===== src/rtl/uart_cfg_rx.sv =====
// 8N1 UART receiver that turns host byte pairs (address, data) into register-write
// strobes, or hands bytes straight through as a stream while the downstream is busy.
module uart_cfg_rx #(
  parameter int SCW     = 12,
  parameter int sym_cnt = 2500,
  parameter int TO_SYMS = 16
) (
  input  logic       clk,
  input  logic       reset,
  input  logic       RX,
  input  logic       rx_busy,
  output logic [7:0] rx_dat,
  output logic [7:0] cfg_addr,
  output logic       cfg_we,
  output logic       rx_stb,
  output logic       rx_err
);

  localparam logic [SCW-1:0] SYM_M1   = SCW'(sym_cnt - 1);
  localparam logic [SCW-1:0] SYM_HALF = SCW'(sym_cnt / 2 - 1);
  localparam logic [SCW-1:0] CNT_ONE  = SCW'(1);
  localparam int             TW       = $clog2(TO_SYMS + 1);
  localparam logic [TW-1:0]  TO_LAST  = TW'(TO_SYMS - 1);
  localparam logic [TW-1:0]  SYM_ONE  = TW'(1);

  typedef enum logic [1:0] {IDLE = 2'd0, START = 2'd1, DATA = 2'd2, STOP = 2'd3} bit_state_t;
  typedef enum logic {P_ADDR = 1'b0, P_DATA = 1'b1} parse_state_t;

  logic           rx_meta, rxs, rxs_prev, fall;
  bit_state_t     bit_state, bit_state_n;
  parse_state_t   parse_state, parse_state_n;
  logic [SCW-1:0] cnt, cnt_n, tick, tick_n;
  logic [TW-1:0]  syms, syms_n;
  logic [2:0]     idx, idx_n;
  logic [7:0]     shreg, shreg_n, pend, pend_n;
  logic [7:0]     rx_dat_n, cfg_addr_n;
  logic           cfg_we_n, rx_stb_n, rx_err_n;
  logic           byte_valid, frame_err, to_hit;

  // A break (line held low) cannot retrigger: only a high->low step is a start.
  assign fall = rxs_prev & ~rxs;

  // State register: synchroniser, bit FSM, parser and registered outputs.
  always_ff @(posedge clk) begin
    if (!reset) begin
      rx_meta     <= 1'b1;
      rxs         <= 1'b1;
      rxs_prev    <= 1'b1;
      bit_state   <= IDLE;
      parse_state <= P_ADDR;
      cnt         <= '0;
      tick        <= '0;
      syms        <= '0;
      idx         <= 3'd0;
      shreg       <= 8'h00;
      pend        <= 8'h00;
      rx_dat      <= 8'h00;
      cfg_addr    <= 8'h00;
      cfg_we      <= 1'b0;
      rx_stb      <= 1'b0;
      rx_err      <= 1'b0;
    end else begin
      rx_meta     <= RX;
      rxs         <= rx_meta;
      rxs_prev    <= rxs;
      bit_state   <= bit_state_n;
      parse_state <= parse_state_n;
      cnt         <= cnt_n;
      tick        <= tick_n;
      syms        <= syms_n;
      idx         <= idx_n;
      shreg       <= shreg_n;
      pend        <= pend_n;
      rx_dat      <= rx_dat_n;
      cfg_addr    <= cfg_addr_n;
      cfg_we      <= cfg_we_n;
      rx_stb      <= rx_stb_n;
      rx_err      <= rx_err_n;
    end
  end

  // Next-state logic for bit timing, parser, idle timeout and output strobes.
  always_comb begin
    bit_state_n = bit_state;
    cnt_n       = cnt;
    idx_n       = idx;
    shreg_n     = shreg;
    byte_valid  = 1'b0;
    frame_err   = 1'b0;

    case (bit_state)
      IDLE: begin
        if (fall) begin
          cnt_n       = SYM_HALF;
          bit_state_n = START;
        end else begin
          cnt_n = '0;
        end
      end
      START: begin
        if (cnt != '0) begin
          cnt_n = cnt - CNT_ONE;
        end else if (!rxs) begin
          cnt_n       = SYM_M1;
          idx_n       = 3'd0;
          bit_state_n = DATA;
        end else begin
          bit_state_n = IDLE;
        end
      end
      DATA: begin
        if (cnt != '0) begin
          cnt_n = cnt - CNT_ONE;
        end else begin
          shreg_n = {rxs, shreg[7:1]};
          cnt_n   = SYM_M1;
          idx_n   = idx + 3'd1;
          if (idx == 3'd7) begin
            bit_state_n = STOP;
          end else begin
            bit_state_n = DATA;
          end
        end
      end
      STOP: begin
        if (cnt != '0) begin
          cnt_n = cnt - CNT_ONE;
        end else begin
          byte_valid  = rxs;
          frame_err   = ~rxs;
          bit_state_n = IDLE;
        end
      end
      default: begin
        bit_state_n = IDLE;
      end
    endcase

    // Idle symbol periods only accumulate while an address waits for its data byte.
    to_hit = 1'b0;
    if (parse_state == P_DATA && bit_state == IDLE && !fall) begin
      if (tick == SYM_M1) begin
        tick_n = '0;
        syms_n = syms + SYM_ONE;
        to_hit = (syms == TO_LAST);
      end else begin
        tick_n = tick + CNT_ONE;
        syms_n = syms;
      end
    end else begin
      tick_n = '0;
      syms_n = '0;
    end

    parse_state_n = parse_state;
    pend_n        = pend;
    rx_dat_n      = rx_dat;
    cfg_addr_n    = cfg_addr;
    cfg_we_n      = 1'b0;
    rx_stb_n      = 1'b0;
    rx_err_n      = frame_err;

    if (byte_valid) begin
      if (rx_busy) begin
        rx_dat_n      = shreg;
        rx_stb_n      = 1'b1;
        parse_state_n = P_ADDR;
      end else if (parse_state == P_ADDR) begin
        if (shreg != 8'h00) begin
          pend_n        = shreg;
          parse_state_n = P_DATA;
        end else begin
          parse_state_n = P_ADDR;
        end
      end else begin
        cfg_addr_n    = pend;
        rx_dat_n      = shreg;
        cfg_we_n      = 1'b1;
        parse_state_n = P_ADDR;
      end
    end else if (rx_busy || to_hit) begin
      parse_state_n = P_ADDR;
    end else begin
      parse_state_n = parse_state;
    end
  end

endmodule

===== config.mk =====
export PLATFORM = sky130hd
export DESIGN_NAME = uart_cfg_rx
export DESIGN_NICKNAME = d
export VERILOG_FILES = /design/src/rtl/uart_cfg_rx.sv
export SDC_FILE = /design/constraint.sdc
export NUM_CORES = 1
export LEC_CHECK = 0
export ABC_AREA = 1
export CAP_MARGIN = 15
export CORE_ASPECT_RATIO = 0.75
export CORE_MARGIN = 2
export CORE_UTILIZATION = 58
export DETAILED_ROUTE_END_ITERATION = 12
export PLACE_DENSITY = 0.79
export SYNTH_ARGS = -nofsm -noshare
export SYNTH_HDL_FRONTEND = slang
export SYNTH_SLANG_ARGS = --single-unit

===== constraint.sdc =====
create_clock -name clk -period 3.35 [get_ports clk]
set_input_delay 0.5025 -clock clk [delete_from_list [all_inputs] [get_ports clk]]
set_output_delay 0.5025 -clock clk [all_outputs]
set_load 0.1 [all_outputs]

==> report_table.html, run 1 <==
<table>
<tr><th>Metric</th><th>Value</th></tr>
<tr><th colspan="2">Status</th></tr>
<tr><td>Outcome</td><td>finished, final reports clean</td></tr>
<tr><th colspan="2">Route</th></tr>
<tr><td>Post-detailed-route count of antenna-violating nets</td><td>0</td></tr>
<tr><td>Total via count in the routed design</td><td>3106</td></tr>
<tr><td>First-pass detailed-route iteration total</td><td>4</td></tr>
<tr><td>Final Routed Wirelength</td><td>7783 um</td></tr>
<tr><td>Top metal layer carrying routed signals</td><td>met4</td></tr>
<tr><td>DR WL/cell</td><td>12.99 um</td></tr>
<tr><td>Number of DRC violations after detailed routing</td><td>0</td></tr>
<tr><td>Total length of routed met2 wires</td><td>3477 um</td></tr>
<tr><td>Sum of routed wire segments on met1</td><td>3622 um</td></tr>
<tr><td>Met3 layer wire length in the routed design</td><td>526 um</td></tr>
<tr><td>First DRT Iteration DRCs</td><td>211</td></tr>
<tr><td>Via density per instance</td><td>5.185</td></tr>
<tr><th colspan="2">Clock network</th></tr>
<tr><td>Number of gates resized after CTS</td><td>0</td></tr>
<tr><td>Clock root buffer master</td><td>clkbuf_8</td></tr>
<tr><td>Num CTS Buffers</td><td>9</td></tr>
<tr><td>Clock latency at the later pin of the worst-skew pair</td><td>0.35 ns</td></tr>
<tr><td>Clock Sinks</td><td>73</td></tr>
<tr><td>Hold bufs inserted after CTS</td><td>0</td></tr>
<tr><td>Number of H-tree branching levels</td><td>3</td></tr>
<tr><td>Worst-path clk slew</td><td>0.08 ns</td></tr>
<tr><td>Clock tree from TritonCTS</td><td>done</td></tr>
<tr><td>Max Root-Sink Buffers</td><td>2</td></tr>
<tr><td>Post-CTS repair timing setup buffer count</td><td>0</td></tr>
<tr><th colspan="2">Floorplanning</th></tr>
<tr><td>Floorplan die width</td><td>93.10 um</td></tr>
<tr><td>Full die area</td><td>6594 um2</td></tr>
<tr><td>Die Y-Extent</td><td>70.83 um</td></tr>
<tr><td>Core area</td><td>5796 um2</td></tr>
<tr><td>I/O pin total</td><td>23</td></tr>
<tr><td>Starting utilization of the core area</td><td>59.59%</td></tr>
<tr><td>Standard-cell rows</td><td>24</td></tr>
<tr><th colspan="2">Synth</th></tr>
<tr><td>Synthesized Nets</td><td>507</td></tr>
<tr><td>Total number of yosys warnings</td><td>0</td></tr>
<tr><td>Per-instance average area after synthesis</td><td>7.033 um2</td></tr>
<tr><td>Gate count of the mapped netlist</td><td>491</td></tr>
<tr><td>Number of distinct standard cells referenced by the synthesized netlist</td><td>32</td></tr>
<tr><td>Library cell occupying the most area in the post-synthesis netlist</td><td>dfxtp_1</td></tr>
<tr><td>Synth top area share</td><td>42.32%</td></tr>
<tr><td>Total of flip-flops plus latches after synthesis</td><td>73</td></tr>
<tr><td>Sequential area share after synthesis</td><td>42.32%</td></tr>
<tr><td>Cell area after synthesis</td><td>3453 um2</td></tr>
<tr><td>Synth top area cells</td><td>dfxtp_1 42%, nand2_1 11%, nor2_1 11%</td></tr>
<tr><th colspan="2">Timing</th></tr>
<tr><td>Final number of hold-violating endpoints</td><td>0</td></tr>
<tr><td>Post-route fraction of the period consumed by the critical path</td><td>69.88%</td></tr>
<tr><td>Setup-violating endpoint count in the final report</td><td>0</td></tr>
<tr><td>Peak clock frequency supported by timing</td><td>427.1 MHz</td></tr>
<tr><td>Actual transition at the worst max-transition pin</td><td>0.9794 ns</td></tr>
<tr><td>Final-report max-slew violation count</td><td>0</td></tr>
<tr><td>Setup repair after global routing missed its margin</td><td>no</td></tr>
<tr><td>Min Tclk post-route</td><td>2.341 ns</td></tr>
<tr><td>Clock skew after layout</td><td>0.004875 ns</td></tr>
<tr><td>Slew HR</td><td>34.50%</td></tr>
<tr><td>Summed negative setup slack over all endpoints</td><td>0 ns</td></tr>
<tr><th colspan="2">Setup path</th></tr>
<tr><td>Sum of buffers and inverters on the critical path</td><td>1</td></tr>
<tr><td>Cell-by-cell trace of the critical path</td><td>clkdlybuf4s50_1</td></tr>
<tr><td>Classification of the worst setup path</td><td>flip-flop to output port</td></tr>
<tr><td>Worst endpoint required time</td><td>2.85 ns</td></tr>
<tr><td>CP max FO</td><td>2</td></tr>
<tr><td>Kind of end point of the critical path</td><td>output port</td></tr>
<tr><td>Family with the most delay on the worst path</td><td>buffers and inverters</td></tr>
<tr><td>Crit-path max cell delay</td><td>1.14 ns</td></tr>
<tr><td>Startpoint type of the worst setup path</td><td>flip-flop</td></tr>
<tr><td>Arrival time worst endpoint</td><td>1.84 ns</td></tr>
<tr><td>Slowest stage cell, crit path</td><td>clkdlybuf4s50_1</td></tr>
<tr><th colspan="2">Pwr</th></tr>
<tr><td>Power share of the sequential group</td><td>34.3%</td></tr>
<tr><td>Part of the power in the clock network</td><td>25.3%</td></tr>
<tr><td>Maximum vdd drop</td><td>0.0004202 V</td></tr>
<tr><td>Proportion of total power due to net switching</td><td>41.27%</td></tr>
<tr><td>Net switching power</td><td>1240 uW</td></tr>
<tr><td>Pwr/cell area</td><td>760.7 nW/um2</td></tr>
<tr><td>Leakage power figure</td><td>0.001703 uW</td></tr>
<tr><td>Cell-internal power</td><td>1764 uW</td></tr>
<tr><td>Tot Pwr</td><td>3004 uW</td></tr>
<tr><td>Combinational Power Share</td><td>40.4%</td></tr>
<tr><th colspan="2">Final layout</th></tr>
<tr><td>Total of fill cells in the finished design</td><td>471</td></tr>
<tr><td>Final cell utilization of the core</td><td>68.13%</td></tr>
<tr><td>Most used cells in the layout excluding fill and tap cells</td><td>105 x nand2_1, 98 x nor2_1, 73 x dfxtp_1</td></tr>
<tr><td>Diodes inserted</td><td>0</td></tr>
<tr><td>Most frequent standard cell in the layout excluding fill and tap cells</td><td>nand2_1</td></tr>
<tr><td>Final #Nets</td><td>532</td></tr>
<tr><td>Final Instance Count excl. Fillers</td><td>599</td></tr>
<tr><td>Layout cell share with drive strength beyond 1</td><td>6.526%</td></tr>
<tr><td>Area added between synthesis and finish</td><td>14.35%</td></tr>
<tr><th colspan="2">Place</th></tr>
<tr><td>IO Port Bufs</td><td>22</td></tr>
<tr><td>Final Wtd Congestion</td><td>0.9257</td></tr>
<tr><td>Post-detail-place hpwl</td><td>5535 um</td></tr>
<tr><td>Instance count after placement with tap cells included</td><td>583</td></tr>
<tr><th colspan="2">Job</th></tr>
<tr><td>Max-cap violations</td><td>0</td></tr>
<tr><th colspan="2">Global routing</th></tr>
<tr><td>Number of global-route vias before repair</td><td>2962</td></tr>
<tr><td>All-Layer GR Usage</td><td>26.12%</td></tr>
<tr><td>Pin count of the biggest net entering global routing</td><td>33</td></tr>
<tr><td>Wire length of the first global-routing pass</td><td>13500 um</td></tr>
<tr><td>Total congestion overflow</td><td>0</td></tr>
<tr><td>Number of antenna violations at the first check in global routing</td><td>0</td></tr>
<tr><th colspan="2">Min path</th></tr>
<tr><td>Worst hold path class</td><td>flip-flop to flip-flop</td></tr>
</table>
power groups by stage:
stage | Clock, uW | Sequential (uW) | Combinational (uW)
6_report | 760 | 1030 | 1210
5_1_grt | 810 | 1040 | 1380
4_1_cts | 767 | 1030 | 1200
3_5_place_dp | 0 | 1040 | 1180
3_3_place_gp | 0 | 1040 | 1140
2_1_floorplan | 0 | 1050 | 945
flip-flops by register name, indices dropped and copies added, names as in the netlist, 3 cells and up, named ones only:
name,count
idx,3
cnt,12
tick,12
pend,8
cfg_addr,8
rx_dat,8
syms,5
shreg,8
stage by stage:
stage | setup slack, ns | hold WS (ns) | cell area, um2
2_1_floorplan | 1.821 | 0.3925 | 3453
4_1_cts | 0.9984 | 0.4161 | 3949
3_3_place_gp | 1.356 | 0.3935 | 3730
5_1_grt | 0.9542 | 0.4514 | 3949
6_report | 1.009 | 0.4157 | 3949
3_5_place_dp | 1.311 | 0.3984 | 3730
synthesized netlist by cell type, drive strengths merged:
cell    count
nand2     107
nor2      105
dfxtp      73
inv        63
a21oi      27
nand3      26
nor3       16
o21ai      14
ha         12
xor2        9
o21bai      8
buf         7
nand4       5
or2         4
clkbuf      3
nor3b       3
nand3b      2
a21boi      1
a22oi       1
clkinv      1
nor4        1
o211ai      1
o21a        1
xnor2       1
layout make-up:
| type | count | area [um2] | area share, % |
|---|---|---|---|
| multi-input cells | 344 | 1695 | 42.93 |
| flip-flops and latches | 73 | 1461 | 37.01 |
| inverters | 64 | 240.2 | 6.084 |
| repair buffers | 24 | 235.2 | 5.957 |
| clock buffers | 9 | 123.9 | 3.137 |
| well taps | 78 | 97.59 | 2.471 |
| clock inverters | 7 | 95.09 | 2.408 |
worst paths after layout:
path                     from           to  slack, ns  cells after the start
setup reg to reg       cnt[0]  cfg_addr[4]       1.40                     11
hold / removal        rx_meta          rxs       0.42                      1
setup / recovery  cfg_addr[6]  cfg_addr[6]       1.01                      1
hold reg to reg       rx_meta          rxs       0.42                      1
logic make-up (layout without fill, tap and decap cells):
family,count (synthesis),after routing,share of synthesized area (%)
simple gates,269,269,33.55
buf+inv,74,104,8.587
flops,73,73,42.32
compound gates,53,53,8.660
fa+ha+maj,12,12,4.348
xor+xnor,10,10,2.536
per-layer routing:
metal,GRT usage (%),vias to the layer above
met5,0,-
met4,9.314,0
met3,8.307,18
met2,41.38,110
met1,33.92,1395
li1,-,1583
Note: power is estimated with default switching activity, not from simulation.
==> run 2, diff against run 1 <==
==> constraint.sdc (replaced) <==
create_clock -name clk -period 2.36 [get_ports clk]
set_input_delay 0.354 -clock clk [delete_from_list [all_inputs] [get_ports clk]]
set_output_delay 0.354 -clock clk [all_outputs]
set_load 0.1 [all_outputs]
==> report_table.html, run 2 (same netlist as run 1, synthesis figures left out) <==
<table>
<tr><th>Metric</th><th>Value</th></tr>
<tr><th colspan="2">Status</th></tr>
<tr><td>Outcome</td><td>finished, final reports clean (unchanged)</td></tr>
<tr><th colspan="2">Route</th></tr>
<tr><td>First-pass detailed-route iteration total</td><td>5 (was 4)</td></tr>
<tr><td>Total via count in the routed design</td><td>3069 (was 3106)</td></tr>
<tr><td>Final Routed Wirelength</td><td>7513 um (was 7783 um)</td></tr>
<tr><td>Post-detailed-route count of antenna-violating nets</td><td>0 (unchanged)</td></tr>
<tr><td>First DRT Iteration DRCs</td><td>215 (was 211)</td></tr>
<tr><td>Number of DRC violations after detailed routing</td><td>0 (unchanged)</td></tr>
<tr><td>DR WL/cell</td><td>12.54 um (was 12.99 um)</td></tr>
<tr><td>Via density per instance</td><td>5.124 (was 5.185)</td></tr>
<tr><th colspan="2">Floorplanning</th></tr>
<tr><td>Standard-cell rows</td><td>24 (unchanged)</td></tr>
<tr><td>Starting utilization of the core area</td><td>59.59% (unchanged)</td></tr>
<tr><td>I/O pin total</td><td>23 (unchanged)</td></tr>
<tr><td>Core area</td><td>5796 um2 (unchanged)</td></tr>
<tr><td>Floorplan die width</td><td>93.10 um (unchanged)</td></tr>
<tr><td>Die Y-Extent</td><td>70.83 um (unchanged)</td></tr>
<tr><td>Full die area</td><td>6594 um2 (unchanged)</td></tr>
<tr><th colspan="2">Global routing</th></tr>
<tr><td>All-Layer GR Usage</td><td>25.34% (was 26.12%)</td></tr>
<tr><td>Wire length of the first global-routing pass</td><td>13220 um (was 13500 um)</td></tr>
<tr><td>Pin count of the biggest net entering global routing</td><td>33 (unchanged)</td></tr>
<tr><td>Number of antenna violations at the first check in global routing</td><td>0 (unchanged)</td></tr>
<tr><td>Number of global-route vias before repair</td><td>2896 (was 2962)</td></tr>
<tr><td>Total congestion overflow</td><td>0 (unchanged)</td></tr>
<tr><th colspan="2">Final layout</th></tr>
<tr><td>Total of fill cells in the finished design</td><td>486 (was 471)</td></tr>
<tr><td>Final cell utilization of the core</td><td>68.07% (was 68.13%)</td></tr>
<tr><td>Most frequent standard cell in the layout excluding fill and tap cells</td><td>nand2_1 (unchanged)</td></tr>
<tr><td>Area added between synthesis and finish</td><td>14.24% (was 14.35%)</td></tr>
<tr><td>Layout cell share with drive strength beyond 1</td><td>10.17% (was 6.526%)</td></tr>
<tr><td>Final #Nets</td><td>532 (unchanged)</td></tr>
<tr><td>Diodes inserted</td><td>0 (unchanged)</td></tr>
<tr><td>Post-route cell area</td><td>3945 um2 (was 3949 um2)</td></tr>
<tr><td>Most used cells in the layout excluding fill and tap cells</td><td>105 x nand2_1, 98 x nor2_1, 73 x dfxtp_1 (unchanged)</td></tr>
<tr><td>Largest registers</td><td>cnt (12), tick (12) (unchanged)</td></tr>
<tr><th colspan="2">Pwr</th></tr>
<tr><td>Maximum vdd drop</td><td>0.0006425 V (was 0.0004202 V)</td></tr>
<tr><td>Pwr/cell area</td><td>1122 nW/um2 (was 760.7 nW/um2)</td></tr>
<tr><td>Leakage power figure</td><td>0.001762 uW (was 0.001703 uW)</td></tr>
<tr><th colspan="2">Setup path</th></tr>
<tr><td>Kind of end point of the critical path</td><td>flip-flop (was output port)</td></tr>
<tr><td>Cell-by-cell trace of the critical path</td><td>inv_1, ha_1, inv_1, nor2_1, nand2_1, nor2_4, nand4_4, nor2_4, nand2_1, nand2_1, nor2_1 (was clkdlybuf4s50_1)</td></tr>
<tr><td>Slowest stage cell, crit path</td><td>nor2_4 (was clkdlybuf4s50_1)</td></tr>
<tr><td>Family with the most delay on the worst path</td><td>simple AND/OR/NAND/NOR gates (was buffers and inverters)</td></tr>
<tr><td>Classification of the worst setup path</td><td>flip-flop to flip-flop (was flip-flop to output port)</td></tr>
<tr><td>Startpoint type of the worst setup path</td><td>flip-flop (unchanged)</td></tr>
<tr><td>Sum of buffers and inverters on the critical path</td><td>2 (was 1)</td></tr>
<tr><td>Arrival time worst endpoint</td><td>2.17 ns (was 1.84 ns)</td></tr>
<tr><td>Worst endpoint required time</td><td>2.61 ns (was 2.85 ns)</td></tr>
<tr><td>CP max FO</td><td>16 (was 2)</td></tr>
<tr><td>Crit-path max cell delay</td><td>0.37 ns (was 1.14 ns)</td></tr>
<tr><td>Library cell appearing most often on the critical path</td><td>nand2_1</td></tr>
<tr><th colspan="2">Timing</th></tr>
<tr><td>Summed negative setup slack over all endpoints</td><td>0 ns (unchanged)</td></tr>
<tr><td>Final number of hold-violating endpoints</td><td>0 (unchanged)</td></tr>
<tr><td>Minimum setup slack in the final design</td><td>0.4467 ns (was 1.009 ns)</td></tr>
<tr><td>Setup repair after global routing missed its margin</td><td>no (unchanged)</td></tr>
<tr><td>Min Tclk post-route</td><td>1.913 ns</td></tr>
<tr><td>Final-report max-slew violation count</td><td>0 (unchanged)</td></tr>
<tr><td>Setup-violating endpoint count in the final report</td><td>0 (unchanged)</td></tr>
<tr><td>Peak clock frequency supported by timing</td><td>522.7 MHz</td></tr>
<tr><td>Final-layout worst hold slack</td><td>0.4228 ns (was 0.4157 ns)</td></tr>
<tr><td>Slew HR</td><td>70.11% (was 34.50%)</td></tr>
<tr><td>Actual transition at the worst max-transition pin</td><td>0.4450 ns (was 0.9794 ns)</td></tr>
<tr><td>Clock skew after layout</td><td>0.01436 ns (was 0.004875 ns)</td></tr>
<tr><td>Post-route fraction of the period consumed by the critical path</td><td>81.07%</td></tr>
<tr><th colspan="2">Clock network</th></tr>
<tr><td>Num CTS Buffers</td><td>9 (unchanged)</td></tr>
<tr><td>Clock Sinks</td><td>73 (unchanged)</td></tr>
<tr><td>Clock latency at the later pin of the worst-skew pair</td><td>0.37 ns (was 0.35 ns)</td></tr>
<tr><td>Number of H-tree branching levels</td><td>3 (unchanged)</td></tr>
<tr><td>Worst-path clk slew</td><td>0.08 ns (about the same)</td></tr>
<tr><td>Max Root-Sink Buffers</td><td>2 (unchanged)</td></tr>
<tr><td>Number of gates resized after CTS</td><td>0 (unchanged)</td></tr>
<tr><td>Hold bufs inserted after CTS</td><td>0 (unchanged)</td></tr>
<tr><td>Clock root buffer master</td><td>clkbuf_8 (unchanged)</td></tr>
<tr><td>Post-CTS repair timing setup buffer count</td><td>0 (unchanged)</td></tr>
<tr><td>Clock tree from TritonCTS</td><td>done (unchanged)</td></tr>
<tr><th colspan="2">Place</th></tr>
<tr><td>Minimum setup slack after placement</td><td>0.4409 ns (was 1.311 ns)</td></tr>
<tr><td>IO Port Bufs</td><td>22 (unchanged)</td></tr>
<tr><td>Final Wtd Congestion</td><td>0.9348 (was 0.9257)</td></tr>
<tr><td>Post-detail-place hpwl</td><td>5366 um (was 5535 um)</td></tr>
<tr><td>Placement Cell Area</td><td>3682 um2 (was 3730 um2)</td></tr>
<tr><th colspan="2">Job</th></tr>
<tr><td>Max-cap violations</td><td>0 (unchanged)</td></tr>
<tr><th colspan="2">Min path</th></tr>
<tr><td>Worst hold path class</td><td>flip-flop to flip-flop (unchanged)</td></tr>
</table>
-- run 2: per-layer routing --
metal / up-vias / share of wire (%) / GRT usage (%)
met5: - / 0 / 0
met4: 0 / 1.7 / 8.824
met1: 1367 / 49 / 36.28
met2: 98 / 42 / 37.44
li1: 1590 / - / -
met3: 14 / 6.9 / 6.390
-- run 2: worst reg2reg max path: stages, from the launching register on --
cell	delay (ns)
dfxtp_1	0.33
inv_1	0.10
ha_1	0.21
inv_1	0.05
nor2_1	0.08
nand2_1	0.09
nor2_4	0.13
nand4_4	0.23
nor2_4	0.37
nand2_1	0.10
nand2_1	0.07
nor2_1	0.05
-- run 2: final timing paths --
kind                start          end  slack [ns]  cells past startpoint
setup / recovery   cnt[0]  cfg_addr[0]        0.45                     11
hold / removal    rx_meta          rxs        0.42                      1
setup reg to reg   cnt[0]  cfg_addr[0]        0.45                     11
hold reg to reg   rx_meta          rxs        0.42                      1
-- run 2: through the flow --
stage	cells	power [uW]
final	599	4425
after global routing	599	4726
after CTS	599	4405
after detailed placement	583	3131
after global placement	583	3100
after floorplan	491	2825
-- run 2: area by class of cell --
class	instances	area, um2	area share, %
multi-input cells	344	1695	42.98
inverters	64	240.2	6.089
clock inverters	4	97.59	2.474
flip-flops and latches	73	1461	37.04
repair buffers	24	187.7	4.757
clock buffers	12	165.2	4.186
well taps	78	97.59	2.474
-- run 2: report_power, final --
group / switching [uW] / leakage, uW / internal, uW
Combinational: 1130 / 0.00104 / 560
Sequential: 115 / 0.000590 / 1350
Clock: 481 / 0.000129 / 789
Total: 1730 / 0.00176 / 2700
==> run 3, diff against run 2 <==
--- a/config.mk
+++ b/config.mk
@@ -9,9 +9,9 @@
 export CAP_MARGIN = 15
 export CORE_ASPECT_RATIO = 0.75
 export CORE_MARGIN = 2
-export CORE_UTILIZATION = 58
+export CORE_UTILIZATION = 53
 export DETAILED_ROUTE_END_ITERATION = 12
-export PLACE_DENSITY = 0.79
+export PLACE_DENSITY = 0.76
 export SYNTH_ARGS = -nofsm -noshare
 export SYNTH_HDL_FRONTEND = slang
 export SYNTH_SLANG_ARGS = --single-unit
==> constraint.sdc (replaced) <==
create_clock -name clk -period 1.7 [get_ports clk]
set_input_delay 0.255 -clock clk [delete_from_list [all_inputs] [get_ports clk]]
set_output_delay 0.255 -clock clk [all_outputs]
set_load 0.1 [all_outputs]
==> report_table.html, run 3 (same netlist as run 1, synthesis figures left out) <==
<table>
<tr><th>Metric</th><th>Value</th></tr>
<tr><th colspan="2">Timing</th></tr>
<tr><td>Setup-violating endpoint count in the final report</td><td>0 (unchanged)</td></tr>
<tr><td>Final-report max-slew violation count</td><td>0 (unchanged)</td></tr>
<tr><td>Min Tclk post-route</td><td>1.673 ns (was 1.913 ns)</td></tr>
<tr><td>Summed negative setup slack over all endpoints</td><td>0 ns (unchanged)</td></tr>
<tr><td>Slew HR</td><td>65.06% (was 70.11%)</td></tr>
<tr><td>Peak clock frequency supported by timing</td><td>597.6 MHz (was 522.7 MHz)</td></tr>
<tr><td>Minimum setup slack in the final design</td><td>0.02652 ns (was 0.4467 ns)</td></tr>
<tr><td>Clock skew after layout</td><td>0.009206 ns (was 0.01436 ns)</td></tr>
<tr><td>Post-route fraction of the period consumed by the critical path</td><td>98.44% (was 81.07%)</td></tr>
<tr><td>Setup repair after global routing missed its margin</td><td>yes (was no)</td></tr>
<tr><td>Actual transition at the worst max-transition pin</td><td>0.5202 ns (was 0.4450 ns)</td></tr>
<tr><td>Final number of hold-violating endpoints</td><td>0 (unchanged)</td></tr>
<tr><th colspan="2">Global routing</th></tr>
<tr><td>Number of global-route vias before repair</td><td>2929 (was 2896)</td></tr>
<tr><td>Pin count of the biggest net entering global routing</td><td>33 (unchanged)</td></tr>
<tr><td>Number of antenna violations at the first check in global routing</td><td>0 (unchanged)</td></tr>
<tr><td>All-Layer GR Usage</td><td>21.93% (was 25.34%)</td></tr>
<tr><td>Wire length of the first global-routing pass</td><td>12710 um (was 13220 um)</td></tr>
<tr><td>Total congestion overflow</td><td>0 (unchanged)</td></tr>
<tr><th colspan="2">Clock network</th></tr>
<tr><td>Clock Sinks</td><td>73 (unchanged)</td></tr>
<tr><td>Worst-path clk slew</td><td>0.07 ns (was 0.08 ns)</td></tr>
<tr><td>Number of H-tree branching levels</td><td>3 (unchanged)</td></tr>
<tr><td>Hold bufs inserted after CTS</td><td>0 (unchanged)</td></tr>
<tr><td>Clock tree from TritonCTS</td><td>done (unchanged)</td></tr>
<tr><td>Num CTS Buffers</td><td>9 (unchanged)</td></tr>
<tr><td>Clock latency at the later pin of the worst-skew pair</td><td>0.35 ns (was 0.37 ns)</td></tr>
<tr><td>Max Root-Sink Buffers</td><td>2 (unchanged)</td></tr>
<tr><td>Clock root buffer master</td><td>clkbuf_8 (unchanged)</td></tr>
<tr><th colspan="2">Route</th></tr>
<tr><td>Number of DRC violations after detailed routing</td><td>0 (unchanged)</td></tr>
<tr><td>Via density per instance</td><td>5.059 (was 5.124)</td></tr>
<tr><td>Total via count in the routed design</td><td>3152 (was 3069)</td></tr>
<tr><td>DR WL/cell</td><td>12.28 um (was 12.54 um)</td></tr>
<tr><td>First-pass detailed-route iteration total</td><td>5 (unchanged)</td></tr>
<tr><td>Final Routed Wirelength</td><td>7648 um (was 7513 um)</td></tr>
<tr><td>Post-detailed-route count of antenna-violating nets</td><td>0 (unchanged)</td></tr>
<tr><td>First DRT Iteration DRCs</td><td>111 (was 215)</td></tr>
<tr><th colspan="2">Setup path</th></tr>
<tr><td>Reg2reg setup slack</td><td>0.03 ns (was 0.45 ns)</td></tr>
<tr><td>Worst Reg2Reg Path Length in Cells</td><td>11 (unchanged)</td></tr>
<tr><td>CP max FO</td><td>10 (was 16)</td></tr>
<tr><td>Worst setup endpoint</td><td>pend[1] (was cfg_addr[0])</td></tr>
<tr><td>Library cell appearing most often on the critical path</td><td>inv_2 (was nand2_1)</td></tr>
<tr><td>Crit-path max cell delay</td><td>0.34 ns (was 0.37 ns)</td></tr>
<tr><td>Worst endpoint required time</td><td>1.94 ns (was 2.61 ns)</td></tr>
<tr><td>Kind of end point of the critical path</td><td>flip-flop (unchanged)</td></tr>
<tr><td>Family with the most delay on the worst path</td><td>simple AND/OR/NAND/NOR gates (unchanged)</td></tr>
<tr><td>Sum of buffers and inverters on the critical path</td><td>4 (was 2)</td></tr>
<tr><td>Slowest stage cell, crit path</td><td>dfxtp_2 (was nor2_4)</td></tr>
<tr><td>Worst R2R End</td><td>pend[1] (was cfg_addr[0])</td></tr>
<tr><td>Cell-by-cell trace of the critical path</td><td>inv_2, ha_4, inv_2, nor2_2, nand2_2, nor2_4, nand4_4, buf_12, buf_6, nor3_1, nor2_1 (was inv_1, ha_1, inv_1, nor2_1, nand2_1, nor2_4, nand4_4, nor2_4, nand2_1, nand2_1, nor2_1)</td></tr>
<tr><td>Classification of the worst setup path</td><td>flip-flop to flip-flop (unchanged)</td></tr>
<tr><td>Critical path depth</td><td>11 (unchanged)</td></tr>
<tr><td>Arrival time worst endpoint</td><td>1.91 ns (was 2.17 ns)</td></tr>
<tr><td>Launching point of the worst reg2reg path</td><td>cnt[0] (unchanged)</td></tr>
<tr><td>Worst Setup SP</td><td>cnt[0] (unchanged)</td></tr>
<tr><td>Startpoint type of the worst setup path</td><td>flip-flop (unchanged)</td></tr>
<tr><th colspan="2">Final layout</th></tr>
<tr><td>Most frequent standard cell in the layout excluding fill and tap cells</td><td>nand2_1 (unchanged)</td></tr>
<tr><td>Largest registers</td><td>cnt (12), tick (12) (unchanged)</td></tr>
<tr><td>Final #Nets</td><td>554 (was 532)</td></tr>
<tr><td>Diodes inserted</td><td>0 (unchanged)</td></tr>
<tr><td>Layout cell share with drive strength beyond 1</td><td>17.90% (was 10.17%)</td></tr>
<tr><td>Most used cells in the layout excluding fill and tap cells</td><td>104 x nand2_1, 96 x nor2_1, 69 x dfxtp_1 (was 105 x nand2_1, 98 x nor2_1, 73 x dfxtp_1)</td></tr>
<tr><td>Total of fill cells in the finished design</td><td>492 (was 486)</td></tr>
<tr><td>Final cell utilization of the core</td><td>70.55% (was 68.07%)</td></tr>
<tr><td>Area added between synthesis and finish</td><td>28.44% (was 14.24%)</td></tr>
<tr><td>Post-route cell area</td><td>4436 um2 (was 3945 um2)</td></tr>
<tr><th colspan="2">Min path</th></tr>
<tr><td>Worst hold path class</td><td>flip-flop to flip-flop (unchanged)</td></tr>
<tr><th colspan="2">Pwr</th></tr>
<tr><td>Maximum vdd drop</td><td>0.0006896 V (was 0.0006425 V)</td></tr>
<tr><td>Power share of the sequential group</td><td>32.6% (was 33.0%)</td></tr>
<tr><td>Tot Pwr</td><td>6247 uW (was 4425 uW)</td></tr>
<tr><td>Proportion of total power due to net switching</td><td>39.57% (was 39.08%)</td></tr>
<tr><td>Pwr/cell area</td><td>1408 nW/um2 (was 1122 nW/um2)</td></tr>
<tr><td>Combinational Power Share</td><td>42.9% (was 38.3%)</td></tr>
<tr><td>Leakage power figure</td><td>0.001905 uW (was 0.001762 uW)</td></tr>
<tr><td>Cell-internal power</td><td>3775 uW (was 2696 uW)</td></tr>
<tr><td>Net switching power</td><td>2472 uW (was 1729 uW)</td></tr>
<tr><td>Part of the power in the clock network</td><td>24.5% (was 28.7%)</td></tr>
<tr><th colspan="2">Floorplanning</th></tr>
<tr><td>Full die area</td><td>7184 um2 (was 6594 um2)</td></tr>
<tr><td>Core area</td><td>6287 um2 (was 5796 um2)</td></tr>
<tr><td>Floorplan die width</td><td>97.21 um (was 93.10 um)</td></tr>
<tr><td>Die Y-Extent</td><td>73.91 um (was 70.83 um)</td></tr>
<tr><td>Standard-cell rows</td><td>25 (was 24)</td></tr>
<tr><td>Starting utilization of the core area</td><td>54.93% (was 59.59%)</td></tr>
<tr><td>I/O pin total</td><td>23 (unchanged)</td></tr>
<tr><th colspan="2">Place</th></tr>
<tr><td>Minimum setup slack after placement</td><td>0.007184 ns (was 0.4409 ns)</td></tr>
<tr><td>Post-detail-place hpwl</td><td>5411 um (was 5366 um)</td></tr>
<tr><td>Placement Cell Area</td><td>4056 um2 (was 3682 um2)</td></tr>
<tr><td>Final Wtd Congestion</td><td>0.8890 (was 0.9348)</td></tr>
<tr><td>IO Port Bufs</td><td>22 (unchanged)</td></tr>
<tr><th colspan="2">Job</th></tr>
<tr><td>Max-cap violations</td><td>0 (unchanged)</td></tr>
<tr><th colspan="2">Status</th></tr>
<tr><td>Outcome</td><td>finished, final reports clean (unchanged)</td></tr>
</table>
## run 3: cell types whose count changed in the layout (fill, tap and decap cells not counted), moves of 2 or more
cell,change
buf_12,+21
nor3_1,-8
nor3_2,+8
buf_4,-5
dfxtp_1,-4
dfxtp_2,+4
buf_6,+3
inv_1,-3
inv_2,+3
nor2_2,+3
ha_1,-2
nor2_1,-2
## run 3: area by class of cell
| class | instances | area (um2) | area share [%] |
|---|---|---|---|
| Multi-Input combinational cell | 346 | 1787 | 40.28 |
| Sequential cell | 73 | 1466 | 33.06 |
| Timing Repair Buffer | 43 | 604.3 | 13.62 |
| Inverter | 64 | 244.0 | 5.501 |
| Clock buffer | 11 | 151.4 | 3.413 |
| Tap cell | 81 | 101.3 | 2.285 |
| Clock inverter | 4 | 76.32 | 1.721 |
| Timing Repair inverter | 1 | 5.005 | 0.1128 |
## run 3: metrics by stage
| stage | cells | hold WS, ns |
|---|---|---|
| finish | 623 | 0.4282 |
| global route | 623 | 0.4299 |
| CTS | 617 | 0.4312 |
| detailed placement | 602 | 0.4086 |
| global placement | 602 | 0.4024 |
| floorplan | 491 | 0.3337 |
## run 3: repair_timing
| action | in CTS | in global routing |
|---|---|---|
| cloned | 0 | 3 |
| setup buffers | 0 | 3 |
| setup endpoints to repair | 2 | 55 |
| pin swaps | 0 | 10 |
| resized for setup | 0 | 28 |
## run 3: power groups by stage
stage | Combinational [uW] | Sequential, uW | Clock [uW]
finish | 2680 | 2030 | 1530
global route | 3040 | 2060 | 1620
floorplan | 1860 | 2060 | 0
CTS | 2510 | 2020 | 1560
global placement | 2450 | 2050 | 0
detailed placement | 2490 | 2060 | 0
## run 3: how the worst min path moves through the flow
| stage | endpoint | depth (start not counted) | start |
|---|---|---|---|
| floorplan | cfg_we | 1 | rx_busy |
| finish | rxs | 1 | rx_meta |
| detailed placement | rxs | 1 | rx_meta |
| global placement | rxs | 1 | rx_meta |
| global route | rxs | 1 | rx_meta |
| CTS | rxs | 1 | rx_meta |
## run 3: worst reg2reg max path, cell delays in order, from the launching register on
cell and delay, ns:
dfxtp_2 0.34, inv_2 0.07, ha_4 0.13, inv_2 0.03, nor2_2 0.11, nand2_2 0.07
nor2_4 0.15, nand4_4 0.10, buf_12 0.17, buf_6 0.14, nor3_1 0.17, nor2_1 0.08
## run 3: metal layers
| layer | up-vias | GRT usage, % | wire [um] |
|---|---|---|---|
| met1 | 1409 | 27.83 | 3453 |
| met2 | 89 | 35.80 | 3585 |
| met3 | 18 | 6.660 | 436 |
| met5 | - | 0 | 0 |
| li1 | 1636 | - | - |
| met4 | 0 | 8.607 | 172 |
